==> config.mk <==
export PLATFORM = sky130hd
export DESIGN_NAME = switch_allocator
export DESIGN_NICKNAME = d
export VERILOG_FILES = /design/src/rtl/noc_params.sv /design/src/rtl/round_robin_arbiter.sv /design/src/rtl/switch_allocator.sv
export SDC_FILE = /design/constraint.sdc
export NUM_CORES = 1
export LEC_CHECK = 0
export ABC_AREA = 1
export ABC_CLOCK_PERIOD_IN_PS = 4500
export BUFFER_PORTS_ARGS = -buffer_cell sky130_fd_sc_hd__buf_2
export CORE_MARGIN = 2
export CORE_UTILIZATION = 45
export CTS_CLUSTER_DIAMETER = 200
export DETAILED_ROUTE_END_ITERATION = 8
export SLEW_MARGIN = 20
export SYNTH_ARGS = -nofsm -noshare
export SYNTH_HDL_FRONTEND = slang
export SYNTH_SLANG_ARGS = --single-unit
==> constraint.sdc <==
create_clock -name clk -period 4.5 [get_ports clk]
set_clock_uncertainty 0.2 [all_clocks]
set_input_delay 0.225 -clock clk [delete_from_list [all_inputs] [get_ports clk]]
set_output_delay 0.225 -clock clk [all_outputs]
set_load 0.03 [all_outputs]
==> src/rtl/noc_params.sv <==
// Shared router parameters and types: port count, port index width,
// port names and flit labels.
package noc_params;

  localparam int PORT_NUM  = 5;
  localparam int PORT_SIZE = $clog2(PORT_NUM);

  typedef enum logic [PORT_SIZE-1:0] {
    LOCAL,
    NORTH,
    SOUTH,
    WEST,
    EAST
  } port_t;

  typedef enum logic [1:0] {
    HEAD,
    BODY,
    TAIL,
    HEADTAIL
  } flit_label_t;

endpackage

==> src/rtl/round_robin_arbiter.sv <==
// Combinational round-robin arbiter: grants the first requester found when
// scanning upward from ptr and wrapping N-1 -> 0. The caller owns ptr.
module round_robin_arbiter #(
  parameter int  N     = 5,
  localparam int PTR_W = (N > 1) ? $clog2(N) : 1
) (
  input  logic [N-1:0]     req,
  input  logic [PTR_W-1:0] ptr,
  output logic [N-1:0]     gnt
);

  // Scan from ptr upward with wrap; the first set request wins.
  always_comb begin
    int          idx_int;
    logic [PTR_W-1:0] idx;
    logic        found;
    gnt     = '0;
    found   = 1'b0;
    idx_int = 0;
    idx     = '0;
    for (int k = 0; k < N; k++) begin
      idx_int = int'(ptr) + k;
      if (idx_int >= N) begin
        idx_int = idx_int - N;
      end
      idx = PTR_W'(idx_int);
      if (!found && req[idx]) begin
        gnt[idx] = 1'b1;
        found    = 1'b1;
      end
    end
  end

endmodule

==> src/rtl/switch_allocator.sv <==
// Per-router switch allocator. One round-robin arbiter per output port,
// wormhole lock held from HEAD to TAIL, packet-granular fairness (pointer
// advances only on HEAD/HEADTAIL). Grants are combinational; crossbar
// selects are registered for the following traversal cycle.
// Optional feature: define SA_PERF_CNT_EN to add per-output saturating
// 16-bit grant counters on grant_cnt_o.
module switch_allocator #(
  parameter int  PORT_NUM  = noc_params::PORT_NUM,
  localparam int PORT_SIZE = (PORT_NUM > 1) ? $clog2(PORT_NUM) : 1
) (
  input  logic                               clk,
  input  logic                               rst_n,
  input  logic [PORT_NUM-1:0]                request_i,
  input  logic [PORT_NUM-1:0][PORT_SIZE-1:0] out_port_i,
  input  logic [PORT_NUM-1:0][1:0]           flit_label_i,
  input  logic [PORT_NUM-1:0]                on_off_i,
  output logic [PORT_NUM-1:0]                grant_o,
  output logic [PORT_NUM-1:0][PORT_SIZE-1:0] xb_sel_o,
  output logic [PORT_NUM-1:0]                xb_valid_o
`ifdef SA_PERF_CNT_EN
  ,
  output logic [PORT_NUM-1:0][15:0]          grant_cnt_o
`endif
);
  import noc_params::*;

  // arb_gnt[p][i]: output p's arbiter grants input i this cycle
  logic [PORT_NUM-1:0][PORT_NUM-1:0] arb_gnt;
  logic [PORT_NUM-1:0]               grant_any;

  genvar gi, gj;
  generate
    for (gi = 0; gi < PORT_NUM; gi++) begin : gen_out
      logic [PORT_NUM-1:0]  cand;
      logic [PORT_NUM-1:0]  elig;
      logic [PORT_NUM-1:0]  owner_mask;
      logic                 locked_reg;
      logic [PORT_SIZE-1:0] owner_reg;
      logic [PORT_SIZE-1:0] ptr_reg;
      logic                 xb_valid_reg;
      logic [PORT_SIZE-1:0] xb_sel_reg;
      logic [PORT_SIZE-1:0] win_idx;
      logic [PORT_SIZE-1:0] ptr_next;
      logic                 win_any;
      flit_label_t          win_label;

      // Inputs whose routed output is this port
      for (gj = 0; gj < PORT_NUM; gj++) begin : gen_cand
        assign cand[gj] = request_i[gj] && (out_port_i[gj] == PORT_SIZE'(gi));
      end

      // While locked only the packet owner may compete; back-pressure blocks all
      assign owner_mask = PORT_NUM'(1) << owner_reg;
      assign elig = !on_off_i[gi] ? '0 :
                    (locked_reg ? (cand & owner_mask) : cand);

      round_robin_arbiter #(.N(PORT_NUM)) u_arb (
        .req (elig),
        .ptr (ptr_reg),
        .gnt (arb_gnt[gi])
      );

      // One-hot grant to winner index
      always_comb begin
        win_idx = '0;
        for (int i = 0; i < PORT_NUM; i++) begin
          if (arb_gnt[gi][i]) begin
            win_idx = PORT_SIZE'(i);
          end
        end
      end

      assign win_any   = |arb_gnt[gi];
      assign win_label = flit_label_t'(flit_label_i[win_idx]);
      assign ptr_next  = (win_idx == PORT_SIZE'(PORT_NUM - 1)) ? '0
                                                                : win_idx + PORT_SIZE'(1);

      // Lock/owner/pointer update on a grant, plus crossbar select pipeline
      always_ff @(posedge clk or negedge rst_n) begin
        if (!rst_n) begin
          locked_reg   <= 1'b0;
          owner_reg    <= '0;
          ptr_reg      <= '0;
          xb_valid_reg <= 1'b0;
          xb_sel_reg   <= '0;
        end else begin
          xb_valid_reg <= win_any;
          xb_sel_reg   <= win_idx;
          if (win_any) begin
            case (win_label)
              HEAD: begin
                locked_reg <= 1'b1;
                owner_reg  <= win_idx;
                ptr_reg    <= ptr_next;
              end
              HEADTAIL: ptr_reg <= ptr_next;
              TAIL:     locked_reg <= 1'b0;
              default:  ;
            endcase
          end
        end
      end

      assign xb_valid_o[gi] = xb_valid_reg;
      assign xb_sel_o[gi]   = xb_sel_reg;

`ifdef SA_PERF_CNT_EN
      logic [15:0] cnt_reg;

      // Saturating count of grants issued on this output
      always_ff @(posedge clk or negedge rst_n) begin
        if (!rst_n) begin
          cnt_reg <= '0;
        end else if (win_any && (cnt_reg != 16'hFFFF)) begin
          cnt_reg <= cnt_reg + 16'd1;
        end
      end

      assign grant_cnt_o[gi] = cnt_reg;
`endif
    end
  endgenerate

  // Each input targets one output, so OR-ing across outputs gives its grant
  always_comb begin
    grant_any = '0;
    for (int p = 0; p < PORT_NUM; p++) begin
      grant_any = grant_any | arb_gnt[p];
    end
  end

  assign grant_o = grant_any & {PORT_NUM{rst_n}};

endmodule

======== Word level (Yosys, flattened, before mapping) ========
Index checks and enable logic that the tools add are counted.
word-level totals
  register bits ........................... 55
  bits in latches ......................... 0
  bits in writable memories ............... 0
  bits in read-only memories .............. 0
  output and inout bits ................... 25
  memories kept ........................... 0
operators by class
  add/sub/neg operators ................... 50
  $mul .................................... 0
  divide/modulo/power cells ............... 0
  order comparisons ....................... 80
  equal/unequal tests ..................... 35
  shifts and indexed selects .............. 5
  multiplexer cells ....................... 220
  bitwise gates (word level) .............. 30
  reductions and logical operators ........ 130
operators by type and width
  operator                                                                              count
  5-bit 2-to-1 mux                                                                      35
  3-bit 2-to-1 mux                                                                      43
  3-bit by 4-bit < comparator with 1-bit output (second input constant)                 30
  5-bit OR                                                                              24
  4-bit by 3-bit greater-or-equal comparator with 1-bit output (second input constant)  20
  1-bit binary-select mux with 3-bit select                                             25
  1-bit demux with 3-bit select                                                         25
  3-bit by 1-bit greater-or-equal comparator with 1-bit output (second input constant)  25
  1-bit 2-to-1 mux                                                                      75
  3-bit subtractor (second input constant)                                              25
  1-bit logical AND                                                                     70
  3-bit by 2-bit adder with 4-bit output (second input constant)                        10
  5-bit bitwise AND                                                                     6
  2-bit binary-select mux with 3-bit select                                             5
  3-bit by 2-bit == test with 1-bit output (second input constant)                      10
  3-bit == test (second input constant)                                                 10
  2-bit AND reduction                                                                   15
  5-bit OR reduction                                                                    5
  1-bit by 3-bit left shift with 5-bit output (first input constant)                    5
  3-bit by 1-bit adder with 4-bit output (second input constant)                        5
  3-bit by 3-bit adder with 4-bit output (second input constant)                        5
  2-bit == test (second input constant)                                                 10
  1-bit logical NOT                                                                     20
  3-bit by 1-bit adder with 3-bit output (second input constant)                        5
  8 further kinds                                                                       42

======== Depth between registers and ports, before layout ========
  word-level depth ........................ 29
  gate-level depth with buffers ........... 30

======== By module ========
A second synthesis with hierarchy kept.
second synthesis, totals
  cell total of the unflattened synthesis .. 1,598
  area, all modules ....................... 9,709.3 sq um
modules (own cells, without submodules)
  module                                       times used  cells an instance  area each (sq um)  seq. area each (sq um)
  round_robin_arbiter at gen_out[0].u_arb ...  4           220                1,242.4            0.0
  switch_allocator                             1           487                3,524.6            1,376.3
  round_robin_arbiter at gen_out[4].u_arb      1           231                1,214.9            0.0

======== Worst setup path before layout ========
Ideal clock, no wire load.
  kind .................................... flip-flop to flip-flop
  from .................................... register gen_out[3].ptr_reg[0]
  to ...................................... register gen_out[3].ptr_reg[2]
  setup time .............................. 0.119 ns
  arrival ................................. 3.657 ns
  path slack .............................. 0.524 ns
  stages on the path, launching flop included .. 26
  buffers on the path ..................... 1
  clock period less this slack ............ 3.976 ns
  cells stage by stage .................... dfrtp_1 > buf_4 > inv_2 > ha_1 > inv_1 > fa_1 > a21oi_4 > xor2_2 > nand2_1 > nor2_1 > nand2_1 > nand2_1 > nand3_2 > nor2_1 > nand2_1 > nand3_1 > nor2_4 > nand2_1 > nand3_1 > nand2_1 > nand2_1 > and2_1 > ha_1 > and2_4 > nand2_1 > o21ai_2
RTL lines
  what                                                                                             line                       text
  start: declaration                                                                               switch_allocator.sv:39     logic [PORT_SIZE-1:0] ptr_reg;
  start signal: assignment                                                                         switch_allocator.sv:94     ptr_reg <= ptr_next;
  start signal: assignment                                                                         switch_allocator.sv:96     HEADTAIL: ptr_reg <= ptr_next;
  parallel branches: the longest is 16 deep, another holds 3-bit by 1-bit adder with 4-bit output  -
  5-bit 2-to-1 mux *                                                                               round_robin_arbiter.sv:27  if (!found && req[idx]) begin
  3-bit 2-to-1 mux (2 in series)                                                                   switch_allocator.sv:67     if (arb_gnt[gi][i]) begin
  3-bit 2-to-1 mux *                                                                               switch_allocator.sv:67
  via gen_out[3].win_idx[1]                                                                        switch_allocator.sv:42     logic [PORT_SIZE-1:0] win_idx;
  2-bit binary-select mux with 3-bit select                                                        switch_allocator.sv:74     assign win_label = flit_label_t'(flit_label_i[win_idx]);
  2-bit 2-to-1 mux (not written as such)                                                           switch_allocator.sv:74
  2-bit == test or 2-bit logical NOT (tied branches)                                               switch_allocator.sv:90     case (win_label)
  2-bit OR reduction (no line)                                                                     -
  2-bit AND reduction (no line)                                                                    -
Mark *: on every way through the listed nets, which the timed path passes. The select of a mux whose other input is x is not followed.
A chain may end at the register's enable or synchronous reset.

======== Final worst setup path ========
  from .................................... register gen_out[3].ptr_reg[1]
  to ...................................... output port grant_o[3]
between the ends
  longest elaborated chain between the ends .. 20
RTL lines
  what                                                                                             line                       text
  parallel branches: the longest is 16 deep, another holds 3-bit by 1-bit adder with 4-bit output  -
  5-bit 2-to-1 mux *                                                                               round_robin_arbiter.sv:27
  5-bit OR * (2 in series)                                                                         switch_allocator.sv:128    grant_any = grant_any | arb_gnt[p];
  5-bit bitwise AND *                                                                              switch_allocator.sv:132    assign grant_o = grant_any & {PORT_NUM{rst_n}};
  end: declaration                                                                                 switch_allocator.sv:17     output logic [PORT_NUM-1:0] grant_o,
Mark *: on every way between the ends. The select of a mux whose other input is x is not followed.

==> reports/qor.yml <==
status: "finished, final reports clean"
hp-class: "in -> reg"
die_w_um: 148.1
vias_per_cell: 5.356
clockBufferDepth: 2
ys_seq_area_share_pct: 14.72
critPathArrivalTime_ns: 3.76
use_met1_pct: 37.17
drt-wirelength-per-cell_um: 14.70
r2r_cells: 27
io_buffers: 61
syn_nets: 1702
cts.sinks: 55
fmax_mhz: 238.8
initial_core_util_pct: 46.05
clk_latency_ns: 0.31
grt_use_total_pct: 26.40
tightest_slew_ns: 0.5797
critPathCaptureType: "primary output"
setup_violations: 0
synth_edf_count: 0
startpoint_type: "flop"
yosys_warnings: 0
diodes: 0
ys_seq_elements: 55
path_max_fanout: 7
dr.pass1.iters: 5
finalCritPeriodShare_pct: 93.05
grt_pass1_vias: 9570
ioPinCount: 62
place.gp.congestion: 0.9299
top_usage_layer: "met2"
whs_ns: 0.1933
finalMaxSlewViolations: 0
grtUsageMet2_pct: 44.28
relSlewSlack_pct: 61.35
maxCapViolations: 0
drt_iter0_drc: 654
antenna_left: 0
htree_levels: 2
whs_path_depth: 4
ys.flop_type: "dfrtp_1"
layout-drive-gt1-share_pct: 16.74
dp_hpwl_um: 23430
postSynthAreaPerCell_um2: 5.842
drc: 0
clk_pin_slew_worst_paths_ns: 0.08
design.core.area_um2: 20300
cts_tree: "done"
fin_crit_ns: 4.187
die_area_um2: 21940
nets: 1780
met3_usage_pct: 1.963
finalWirelength_um: 28640
area_growth_pct: 10.25
grt_start_max_net_pins: 38
syn_area_um2: 9348
globalRouteOverflowTotal: 0
cts_buffers: 5
cts.root.buffer_cell: "clkbuf_16"
synth-async-reset-ratio_pct: 100.0
cp.required_ns: 4.07
vias: 10439
fp.dieH_um: 148.1
yosysUniqueCellTypes: 49
path_class: "reg -> out"
rows: 52
grt_pass1_wl_um: 47410
final_hold_viol_count: 0
grt_antenna_before_repair: 0
syn_inst: 1600
## area by class of cell
class                           instances  area [um2]
Tap cell                              270       337.8
Clock inverter                          2       16.27
Timing Repair Buffer                   85       488.0
Clock buffer                            6       128.9
Inverter                              223       850.8
Sequential cell                        55        1380
Multi-Input combinational cell       1308        7104
Fill cell                            2228        9993
## cells in the final DEF (no fill, tap or decap), types with 3 or more instances in the layout
cell | Yosys | final
inv_2 | 37 | 36
xor2_2 | 6 | 6
nor2_1 | 145 | 140
o211ai_1 | 6 | 6
fa_1 | 5 | 5
o21ai_2 | 10 | 11
a21boi_1 | 3 | 3
o21ai_0 | 39 | 36
nand3b_1 | 4 | 4
nor3_1 | 32 | 32
nor2_4 | 18 | 22
dfrtp_2 | 0 | 3
a21oi_4 | 3 | 3
nand2_2 | 25 | 27
inv_4 | 1 | 4
o21ai_1 | 36 | 37
xnor2_1 | 6 | 6
nor2_2 | 26 | 27
a21oi_1 | 15 | 14
nand3_1 | 211 | 211
and2_1 | 4 | 4
a21oi_2 | 4 | 5
buf_2 | 3 | 61
nand2_1 | 521 | 519
nand2_4 | 11 | 11
nand3_4 | 3 | 4
nand4_1 | 72 | 72
buf_4 | 9 | 23
clkbuf_16 | 0 | 5
ha_1 | 60 | 58
nand3_2 | 18 | 17
inv_1 | 185 | 182
xor2_1 | 4 | 4
dfrtp_1 | 55 | 52
## worst max-delay path, cell delays in order, from the launching register on
cell	delay (ns)
dfrtp_1	0.41
inv_1	0.21
ha_1	0.26
ha_2	0.33
inv_2	0.14
a21oi_2	0.09
nor2_1	0.17
nand3_1	0.15
nand3_1	0.12
nor2_2	0.06
o21ai_1	0.14
nor2_2	0.09
nand2_1	0.07
nand3_1	0.12
nor2_4	0.20
buf_4	0.15
nand4_1	0.09
o21ai_0	0.38
inv_1	0.08
buf_2	0.19
## repair_timing
action,in CTS,in global routing
resized for setup,0,32
setup buffers,0,5
hold buffers,1,0
setup endpoints to repair,0,25
endpoints found under the hold margin,18,0
## routing by layer
layer  vias up  share of wire [%]
li1       5369                  -
met1      4762                 47
met2       273                 46
met3        35                4.8
met4         0                2.0
met5         -                  0
## through the flow
step           setup slack, ns  util (%)  instances   TNS, ns  instance area (um2)
2_1_floorplan           0.5238         -       1600         0                 9348
3_3_place_gp            0.1808     49.37       1935         0                10020
3_5_place_dp            0.2135     49.37       1935         0                10020
4_1_cts                 0.1615     50.13       1944         0                10180
5_1_grt               -0.01868     50.77       1949  -0.04414                10310
6_report                0.3130     50.77       1949         0                10310
## synth_stat cells (all sizes together), types with 5 or more instances
cell type | instances | area, um2
nand2 | 557 | 2236
nand3 | 232 | 1289
inv | 223 | 839.6
nor2 | 189 | 909.6
o21ai | 85 | 462.9
nand4 | 73 | 462.9
ha | 60 | 750.7
dfrtp | 55 | 1376
nor3 | 33 | 170.2
a21oi | 22 | 158.9
buf | 14 | 105.1
xor2 | 11 | 160.2
and2 | 6 | 42.54
o211ai | 6 | 45.04
xnor2 | 6 | 52.55
fa | 5 | 100.1
nand3b | 5 | 41.29
## cells by family (layout without fill, tap and decap cells)
logic type,count (synthesis),in the layout,synth area share [%]
AOI/OAI and AO/OA,128,128,8.486
xor gates and xnor gates,17,17,2.275
adders and majority gates,65,65,9.102
buffers and inverters,237,316,10.11
DFF,55,55,14.72
and+or+nand+nor,1098,1098,55.31
## path summary, 6_finish.rpt
path,from,endpoint,slack [ns]
max in group asynchronous,rst_n,gen_out[0].ptr_reg[1],2.90
min,flit_label_i[8],gen_out[3].locked_reg,0.19
max reg2reg,gen_out[0].ptr_reg[0],gen_out[0].ptr_reg[1],0.36
min reg2reg,gen_out[4].owner_reg[2],gen_out[4].owner_reg[2],0.32
max,gen_out[3].ptr_reg[1],grant_o[3],0.31
min in group asynchronous,rst_n,gen_out[3].xb_sel_reg[0],0.25
Power is left out: the tool's default activity adds up to more than one toggle a clock period on the data nets, which glitch-free logic cannot reach.
